[config.mk]
export PLATFORM = sky130hd
export DESIGN_NAME = digit_shuffler
export DESIGN_NICKNAME = d
export VERILOG_FILES = /design/src/rtl/digit_shuffler.sv
export SDC_FILE = /design/constraint.sdc
export NUM_CORES = 1
export LEC_CHECK = 0
export CAP_MARGIN = 20
export CORE_MARGIN = 3
export CORE_UTILIZATION = 50
export DETAILED_ROUTE_END_ITERATION = 8
export PLACE_DENSITY_LB_ADDON = 0.2
export SETUP_SLACK_MARGIN = 0.15
export SLEW_MARGIN = 10
export SYNTH_ARGS = -nofsm -noshare
export SYNTH_HDL_FRONTEND = slang
export SYNTH_SLANG_ARGS = --single-unit
[constraint.sdc]
create_clock -name clock -period 7.61 [get_ports clock]
set_input_delay 1.1415 -clock clock [delete_from_list [all_inputs] [get_ports clock]]
set_output_delay 1.1415 -clock clock [all_outputs]
set_load 0.005 [all_outputs]
[src/rtl/digit_shuffler.sv]
// digit_shuffler: produces a random permutation of the digits 1..9 on nine
// parallel 4-bit outputs. A 16-bit Galois LFSR drives an 8-step Fisher-Yates
// shuffle, one step per clock, and the finished permutation is published on
// the last step's edge, so the outputs only ever show complete permutations.
module digit_shuffler #(
  parameter logic [15:0] SEED = 16'hACE1,
  parameter logic [15:0] TAPS = 16'hB400
) (
  input  logic        clock,
  input  logic        reset,
  input  logic        start,
  input  logic        seed_load,
  input  logic [15:0] seed,
  output logic        busy,
  output logic        valid,
  output logic [3:0]  num1,
  output logic [3:0]  num2,
  output logic [3:0]  num3,
  output logic [3:0]  num4,
  output logic [3:0]  num5,
  output logic [3:0]  num6,
  output logic [3:0]  num7,
  output logic [3:0]  num8,
  output logic [3:0]  num9
);

  localparam int NUM_LANES = 9;

  // Slot k holds digit k+1.
  localparam logic [NUM_LANES-1:0][3:0] IDENT = {
    4'd9, 4'd8, 4'd7, 4'd6, 4'd5, 4'd4, 4'd3, 4'd2, 4'd1
  };

  typedef enum logic [1:0] {IDLE, INIT, SHUFFLE, DONE} state_t;

  state_t                       state;
  logic [NUM_LANES-1:0][3:0]    arr;
  logic [NUM_LANES-1:0][3:0]    arr_nxt;
  logic [NUM_LANES-1:0][3:0]    nums;
  logic [3:0]                   idx;
  logic [15:0]                  lfsr;
  logic [15:0]                  lfsr_nxt;
  logic [7:0]                   prod;
  logic [3:0]                   j;
  logic [3:0]                   arr_j;
  logic [3:0]                   arr_idx;

  // Scale the 4-bit random nibble into 0..idx. Taking bits [7:4] of
  // r*(idx+1) is floor(r*(idx+1)/16), which is at most idx because r <= 15.
  assign prod = {4'd0, lfsr[3:0]} * ({4'd0, idx} + 8'd1);
  assign j    = prod[7:4];

  // One right shift of the Galois LFSR, folding the feedback mask in on a 1.
  assign lfsr_nxt = {1'b0, lfsr[15:1]} ^ (lfsr[0] ? TAPS : 16'h0000);

  // Read out the two slots taking part in this step's swap.
  always_comb begin
    arr_j   = 4'd0;
    arr_idx = 4'd0;
    for (int k = 0; k < NUM_LANES; k++) begin
      if (j == 4'(k))   arr_j   = arr[k];
      if (idx == 4'(k)) arr_idx = arr[k];
    end
  end

  // Swap slots idx and j. When j==idx the first branch writes the slot's own
  // value back, so the array is unchanged.
  always_comb begin
    arr_nxt = arr;
    for (int k = 0; k < NUM_LANES; k++) begin
      if (idx == 4'(k))    arr_nxt[k] = arr_j;
      else if (j == 4'(k)) arr_nxt[k] = arr_idx;
    end
  end

  // Control FSM, which also holds the shuffle state and the registered outputs.
  always_ff @(posedge clock or posedge reset) begin
    if (reset) begin
      state <= IDLE;
      busy  <= 1'b0;
      valid <= 1'b0;
      lfsr  <= SEED;
      idx   <= 4'd0;
      arr   <= IDENT;
      nums  <= IDENT;
    end else begin
      case (state)
        IDLE, DONE: begin
          if (start) begin
            state <= INIT;
            busy  <= 1'b1;
            valid <= 1'b0;
            // An all-zero seed would lock the LFSR, so zero falls back to SEED.
            if (seed_load) lfsr <= (seed == 16'h0000) ? SEED : seed;
          end
        end
        INIT: begin
          arr   <= IDENT;
          idx   <= 4'd8;
          state <= SHUFFLE;
        end
        SHUFFLE: begin
          arr  <= arr_nxt;
          lfsr <= lfsr_nxt;
          if (idx == 4'd1) begin
            // Publish the array including this final swap.
            nums  <= arr_nxt;
            state <= DONE;
            busy  <= 1'b0;
            valid <= 1'b1;
          end else begin
            idx <= idx - 4'd1;
          end
        end
        default: begin
          state <= IDLE;
          busy  <= 1'b0;
          valid <= 1'b0;
        end
      endcase
    end
  end

  assign num1 = nums[0];
  assign num2 = nums[1];
  assign num3 = nums[2];
  assign num4 = nums[3];
  assign num5 = nums[4];
  assign num6 = nums[5];
  assign num7 = nums[6];
  assign num8 = nums[7];
  assign num9 = nums[8];

endmodule
==> results.txt <==
status: finished, final reports clean
Crit path required time: 7.87 ns
gr usage total: 32.1%
crit end category: flop
post-detailed-route wirelength per cell: 24.0 um
first-pass GRT wire length: 35.5 mm
Clock Sinks: 96
routability cong.: 1.01
Clock Latency Late Sink: 0.36 ns
Initial Util: 51.3%
Cell variety after synth: 87
hold endpoint: num7[0]$_DFFE_PP1P_
max cap viols: 0
DR WL met3: 1.77 mm
I/O pins: 58
CTS Buffer Depth: 2
R2R Setup Slk: 1.76 ns
Crit Path Max Fanout: 18
Die X: 120 um
setup bufs post-CTS: 0
Root Driver: clkbuf_16
Filler cells: 1175
Layout Nets: 813
Critical R2R Launch: idx[0]$_DFFE_PP0P_
hold path start: num7[0]$_DFFE_PP1P_
largest net degree at the start of global routing: 69
RSZ-0062 raised after global routing: no
Synth area leaders: dfrtp_1 22%, dfstp_2 15%, nand2_1 6.7%
crit start category: flop
layout cell share with drive strength beyond 1: 13.5%
number of synthesized flops with an enable pin: 0
Synth top cells by count: 116 x nand2_1, 73 x o21ai_0, 58 x dfrtp_1
initial antenna violation count: 0
mapped cell area: 6500 um^2
RR Endpoint: arr[11]$_DFFE_PP0P_
CTS Hold Bufs: 0
Slew Limit Fails: 0
Syn-to-layout area delta: 14.7%
worst clock skew: 0.0106 ns
PortBufs: 57
met2 routed WL: 10.3 mm
final antenna-violating net count: 0
Setup violations, final: 0
#FFs+latches synth: 96
dpl hpwl: 16.2 mm
Gate Count Post-Synth: 742
WL met1: 9.83 mm
drt first pass iters: 5
Reg2Reg Depth: 14
Max H-tree Level: 3
syn nets: 782
Inserted Clock Buffers: 9
asr flop ratio synth: 100%
Warnings, synthesis: 0
Tmin final: 5.85 ns
die height: 120 um
clock slew at reported path FFs: 0.07 ns
CTS tree: yes
arrival time worst endpoint: 6.11 ns
row cnt: 41
vias in the first global route: 6140
Core Area: 12700 um^2
fin crit share: 76.9%
HP Class: reg -> reg
Sum Neg Setup Slack: 0 ns
fmax: 0.171 GHz
Gates resized, CTS repair: 0
Die ar.: 14400 um^2
sequential fraction of the synthesis area: 37.7%
ys flop type: dfrtp_1
top sig layer: met4
relative slew slack: 29.0%
area share of the largest cell type after synthesis: 22.3%
Worst-Margin Slew: 1.06 ns
Hold Fails Final Rpt: 0
Overflow after GRT: 0
DR iter-0 viols: 695
syn avg cell area: 8.76 um^2
leading area contributor after synthesis: dfrtp_1
Post-Route WL: 22.8 mm
most common cell in the synthesized netlist: nand2_1
ANT cells: 0
Vias: 6405
vias per std cell: 6.74
DRC: 0
Setup CP Type: reg -> reg
hold depth: 2
==> cell families after synthesis <==
group	Yosys count	share of synthesized area (%)
AO/OA/AOI/OAI	279	30.7
XOR/XNOR	10	1.35
adder cells (fa/ha/maj)	20	4.43
buffers and inverters	77	4.89
flip-flops	96	37.7
multiplexers	13	2.04
AND/OR/NAND/NOR	247	19.0
==> cell type report <==
cell class / count / area (um^2) / area share (%)
timing repair buffer: 63 / 628 / 8.42
clock buffer: 10 / 239 / 3.20
multi-input combinational: 569 / 3750 / 50.2
tap: 172 / 215 / 2.89
clock inverter: 6 / 51.3 / 0.688
sequential: 96 / 2450 / 32.8
inverter: 34 / 129 / 1.73
==> how the worst max path moves through the flow <==
stage / start / to / slack [ns]
detailed placement: idx[0]$_DFFE_PP0P_ / arr[11]$_DFFE_PP0P_ / 1.83
global placement: idx[0]$_DFFE_PP0P_ / num3[0]$_DFFE_PP1P_ / 2.05
finish: idx[0]$_DFFE_PP0P_ / arr[11]$_DFFE_PP0P_ / 1.76
floorplan: idx[0]$_DFFE_PP0P_ / arr[11]$_DFFE_PP0P_ / 2.85
global route: idx[0]$_DFFE_PP0P_ / num3[0]$_DFFE_PP1P_ / 1.42
CTS: idx[0]$_DFFE_PP0P_ / arr[11]$_DFFE_PP0P_ / 1.82
==> stage by stage <==
step,util [%],worst slack [ns],hold WS [ns],area [um^2],instances
finish,58.9,1.76,0.477,7460,950
detailed placement,56.4,1.83,0.463,7150,933
global placement,56.4,2.05,0.461,7150,933
CTS,58.7,1.82,0.480,7440,949
floorplan,-,2.85,0.450,6500,742
global route,58.9,1.42,0.500,7460,950
==> state kept, by name, summed over array words and instances (netlist names) <==
signal and count:
num8 4, valid 1, busy 1, num7 4
num4 4, state 2, num2 4, num3 4
num6 4, num1 4, num5 4, lfsr 16
num9 4, idx 4, arr 36
==> critical path: stages, from the launching register on <==
cell,delay [ns]
dfrtp_1,0.50
ha_1,0.63
xor2_1,0.31
nand2_1,0.12
fa_1,0.50
fa_1,0.55
inv_1,0.05
ha_1,0.39
or2_1,0.29
a2111oi_2,0.44
a211o_1,0.70
a221oi_2,0.20
o32ai_2,0.56
nor2_2,0.22
o31ai_1,0.30
==> routing by layer <==
metal | global-route usage [%] | vias up
met4 | 13.8 | 0
met3 | 6.83 | 59
met2 | 48.8 | 335
li1 | - | 2873
met1 | 44.4 | 3138
met5 | 0 | -
==> layout by cell type, fill, tap and decap left out, types with 5 or more instances in the layout <==
master / count
nand2_1: 115
o21ai_0: 73
dfrtp_1: 58
clkdlybuf4s50_1: 57
dfstp_2: 38
a21oi_1: 35
nor2_1: 32
inv_1: 30
a32oi_1: 20
nand3_1: 18
o211ai_1: 18
o31ai_1: 15
ha_1: 15
o22ai_1: 13
a21o_1: 13
and2_1: 11
mux2i_1: 11
nor3_1: 10
nand4_1: 10
a22oi_1: 10
o221ai_1: 9
clkbuf_16: 9
o2111ai_1: 8
nor3_2: 7
nor4_1: 6
xor2_1: 6
a211oi_1: 6
o41ai_1: 6
or3_1: 5
nor2b_1: 5
a221oi_1: 5
fa_1: 5
buf_4: 5
Power is left out: the tool's default activity adds up to more than one toggle a clock period on the data nets, which glitch-free logic cannot reach.
==> patch (same flow settings) <==
Set the localparam `NUM_LANES` to 10 (it was 9).
--- a/src/rtl/digit_shuffler.sv
+++ b/src/rtl/digit_shuffler.sv
@@ -24,7 +24,7 @@
   output logic [3:0]  num9
 );
 
-  localparam int NUM_LANES = 9;
+  localparam int NUM_LANES = 10;
 
   // Slot k holds digit k+1.
   localparam logic [NUM_LANES-1:0][3:0] IDENT = {
Function: no difference found for any inputs over 10 cycles, from zero or initial values and one cycle with reset high; that may be too few to reach the edited logic, so the function may still have changed.
==> patch against the original RTL <==
  * Non-clock buffer count is the same
  * Final area up 1.3%
  * Final cell count shrank 1.6%
  * Synthesized area up 1.6%
  * Sequential cell count is 4 higher
  * Die area grew 1.5%
  * Routed wire length shrank 11%
  * Worst setup slack improved by 0.10 ns
  * Largest cell class unchanged
Power is not shown: default switching activity piles up to over one toggle a cycle in this logic, so the estimate is an artifact.
==> patch: results (changes against the original RTL) <==
Status
  • Status: completed

Worst hold path
  • Tightest Hold Check Type: register to register
  • Hold Crit Start: num5[0]

Placement
  • Post-DP HPWL: 14400 µm (-11%)
  • Placer Congestion: 0.996 (-1.1%)
  • Placed instance count: 919 (-1.5%)
  • PortBufs: 57 (unchanged)
  • Area after DPL: 7250 µm² (+1.4%)

Finish
  • Post-route insts no fill: 935 (-1.6%)
  • Share of cells above drive strength 1: 14.8% (+1.3 points)
  • Layout Nets: 799 (-1.7%)
  • Largest regs: arr x40, lfsr x16
  • Ant diodes: 0 (unchanged)
  • Reg with most FFs: arr

GRT
  • First-pass GRT wire length: 32400 µm (-8.6%)
  • Vias in the first global route: 5836 (-5.0%)
  • Initial antenna violation count: 0 (unchanged)
  • GRT Util Overall: 28.7% (-3.4 points)
  • Largest net degree at the start of global routing: 61 (-12%)

STA
  • Period utilization: 75.6% (-1.3 points)
  • Clock Skew: 0.0111 ns (+0.000530 ns)
  • Worst slew pin tran: 1.13 ns (+0.0700 ns)

Detailed routing
  • First-pass iteration count of the detailed router: 5 (unchanged)
  • Vias per inst: 6.35 (-5.8%)
  • DR iter-0 viols: 504 (-27%)
  • Wirelength per Cell: 21.8 µm (-9.1%)

Clocking
  • CTS buffer count: 9 (unchanged)
  • Worst-path clk slew: 0.07 ns (about the same)
  • Worst-skew pair later-pin latency: 0.36 ns (about the same)
  • Max clock buf depth: 2 (unchanged)
  • Post-CTS setup buffers: 0 (unchanged)
  • CTS root buf: clkbuf_16
  • H-tree depth: 3 (unchanged)
  • Resized cells post-CTS: 0 (unchanged)

Critical path
  • CP max stage cell: o21ai_2
  • Critical R2R Capture: arr[28]
  • Data required time of the worst path: 7.81 ns (-0.06 ns)
  • R2r setup slk: 1.86 ns (+0.10 ns)
  • Crit Path Max Fanout: 20 (+2)
  • Reg2Reg Depth: 14 (unchanged)
  • Setup crit start: idx[0]
  • Setup crit end kind: register
  • Delay-heaviest family, CP: adder cells
  • CP peak stage delay: 0.81 ns (+0.11 ns)

Logic synthesis
  • Synth warn: 0 (unchanged)
  • Area contributors post-synth: dfrtp_1 (23%), dfstp_2 (15%), nand2_1 (6.5%)
  • Post-synth top cells: nand2_1 (114), dfrtp_1 (62), o21ai_0 (54)
  • Distinct cells, synth: 86 (-1.1%)
  • Syn Nets: 768 (-1.8%)
  • Mapped Cells: 727 (-2.0%)
  • Seq/Total Area, Yosys: 38.6% (+0.92 points)
  • Ys async rst share: 100% (unchanged)
  • Primary FF master, synth: dfrtp_1
==> patch: cell count changes after synthesis, sizes merged, moves of 9 or more <==
| cell | unedited run | this run |
|---|---|---|
| o21ai | 79 | 67 |
| nand4 | 10 | 1 |
| nor2 | 33 | 53 |
| a21o | 13 | 2 |
| a32oi | 20 | 4 |
| inv | 34 | 21 |
| mux2i | 11 | 34 |
==> patch: how the worst min path moves through the flow <==
stage	end	slack, ns	cells after the start
3_3_place_gp	num6[0]	0.46	2
2_1_floorplan	lfsr[4]	0.45	2
4_1_cts	num5[0]	0.48	2
5_1_grt	num9[0]	0.50	2
6_report	num5[0]	0.48	2
3_5_place_dp	num6[3]	0.47	2
==> patch: area by class of cell <==
cell class	count	area, µm²
fill	1139	5220
multi-input combinational	561	3770
sequential	100	2550
timing repair buffer	63	619
clock buffer	10	239
tap	172	215
inverter	23	88.8
clock inverter	6	71.3
==> patch: worst register-to-register path, stage by stage (launching register included) <==
cell	delay, ns
dfrtp_1	0.50
ha_1	0.68
xor2_1	0.32
nand2_1	0.12
fa_1	0.50
fa_1	0.55
inv_1	0.04
ha_1	0.38
or3_1	0.40
nand3_1	0.16
o211ai_1	0.44
a221oi_1	0.40
a211oi_1	0.13
o21ai_2	0.81
o221ai_1	0.20
==> patch: routing by layer <==
layer	up-vias	part of all wire [%]	wire, µm	track usage [%]
li1	2754	-	-	-
met4	0	3.0	608	10.3
met5	-	0	0	0
met3	45	7.9	1620	6.76
met1	2872	45	9270	42.2
met2	265	44	8880	41.3
==> patch: cells by family after synthesis <==
group	Yosys count	synth area share, %
flops	100	38.6
compound gates	232	25.5
simple gates	254	18.5
fa+ha+maj	21	4.55
mux	44	6.86
buf+inv	66	4.32
xor+xnor	10	1.65
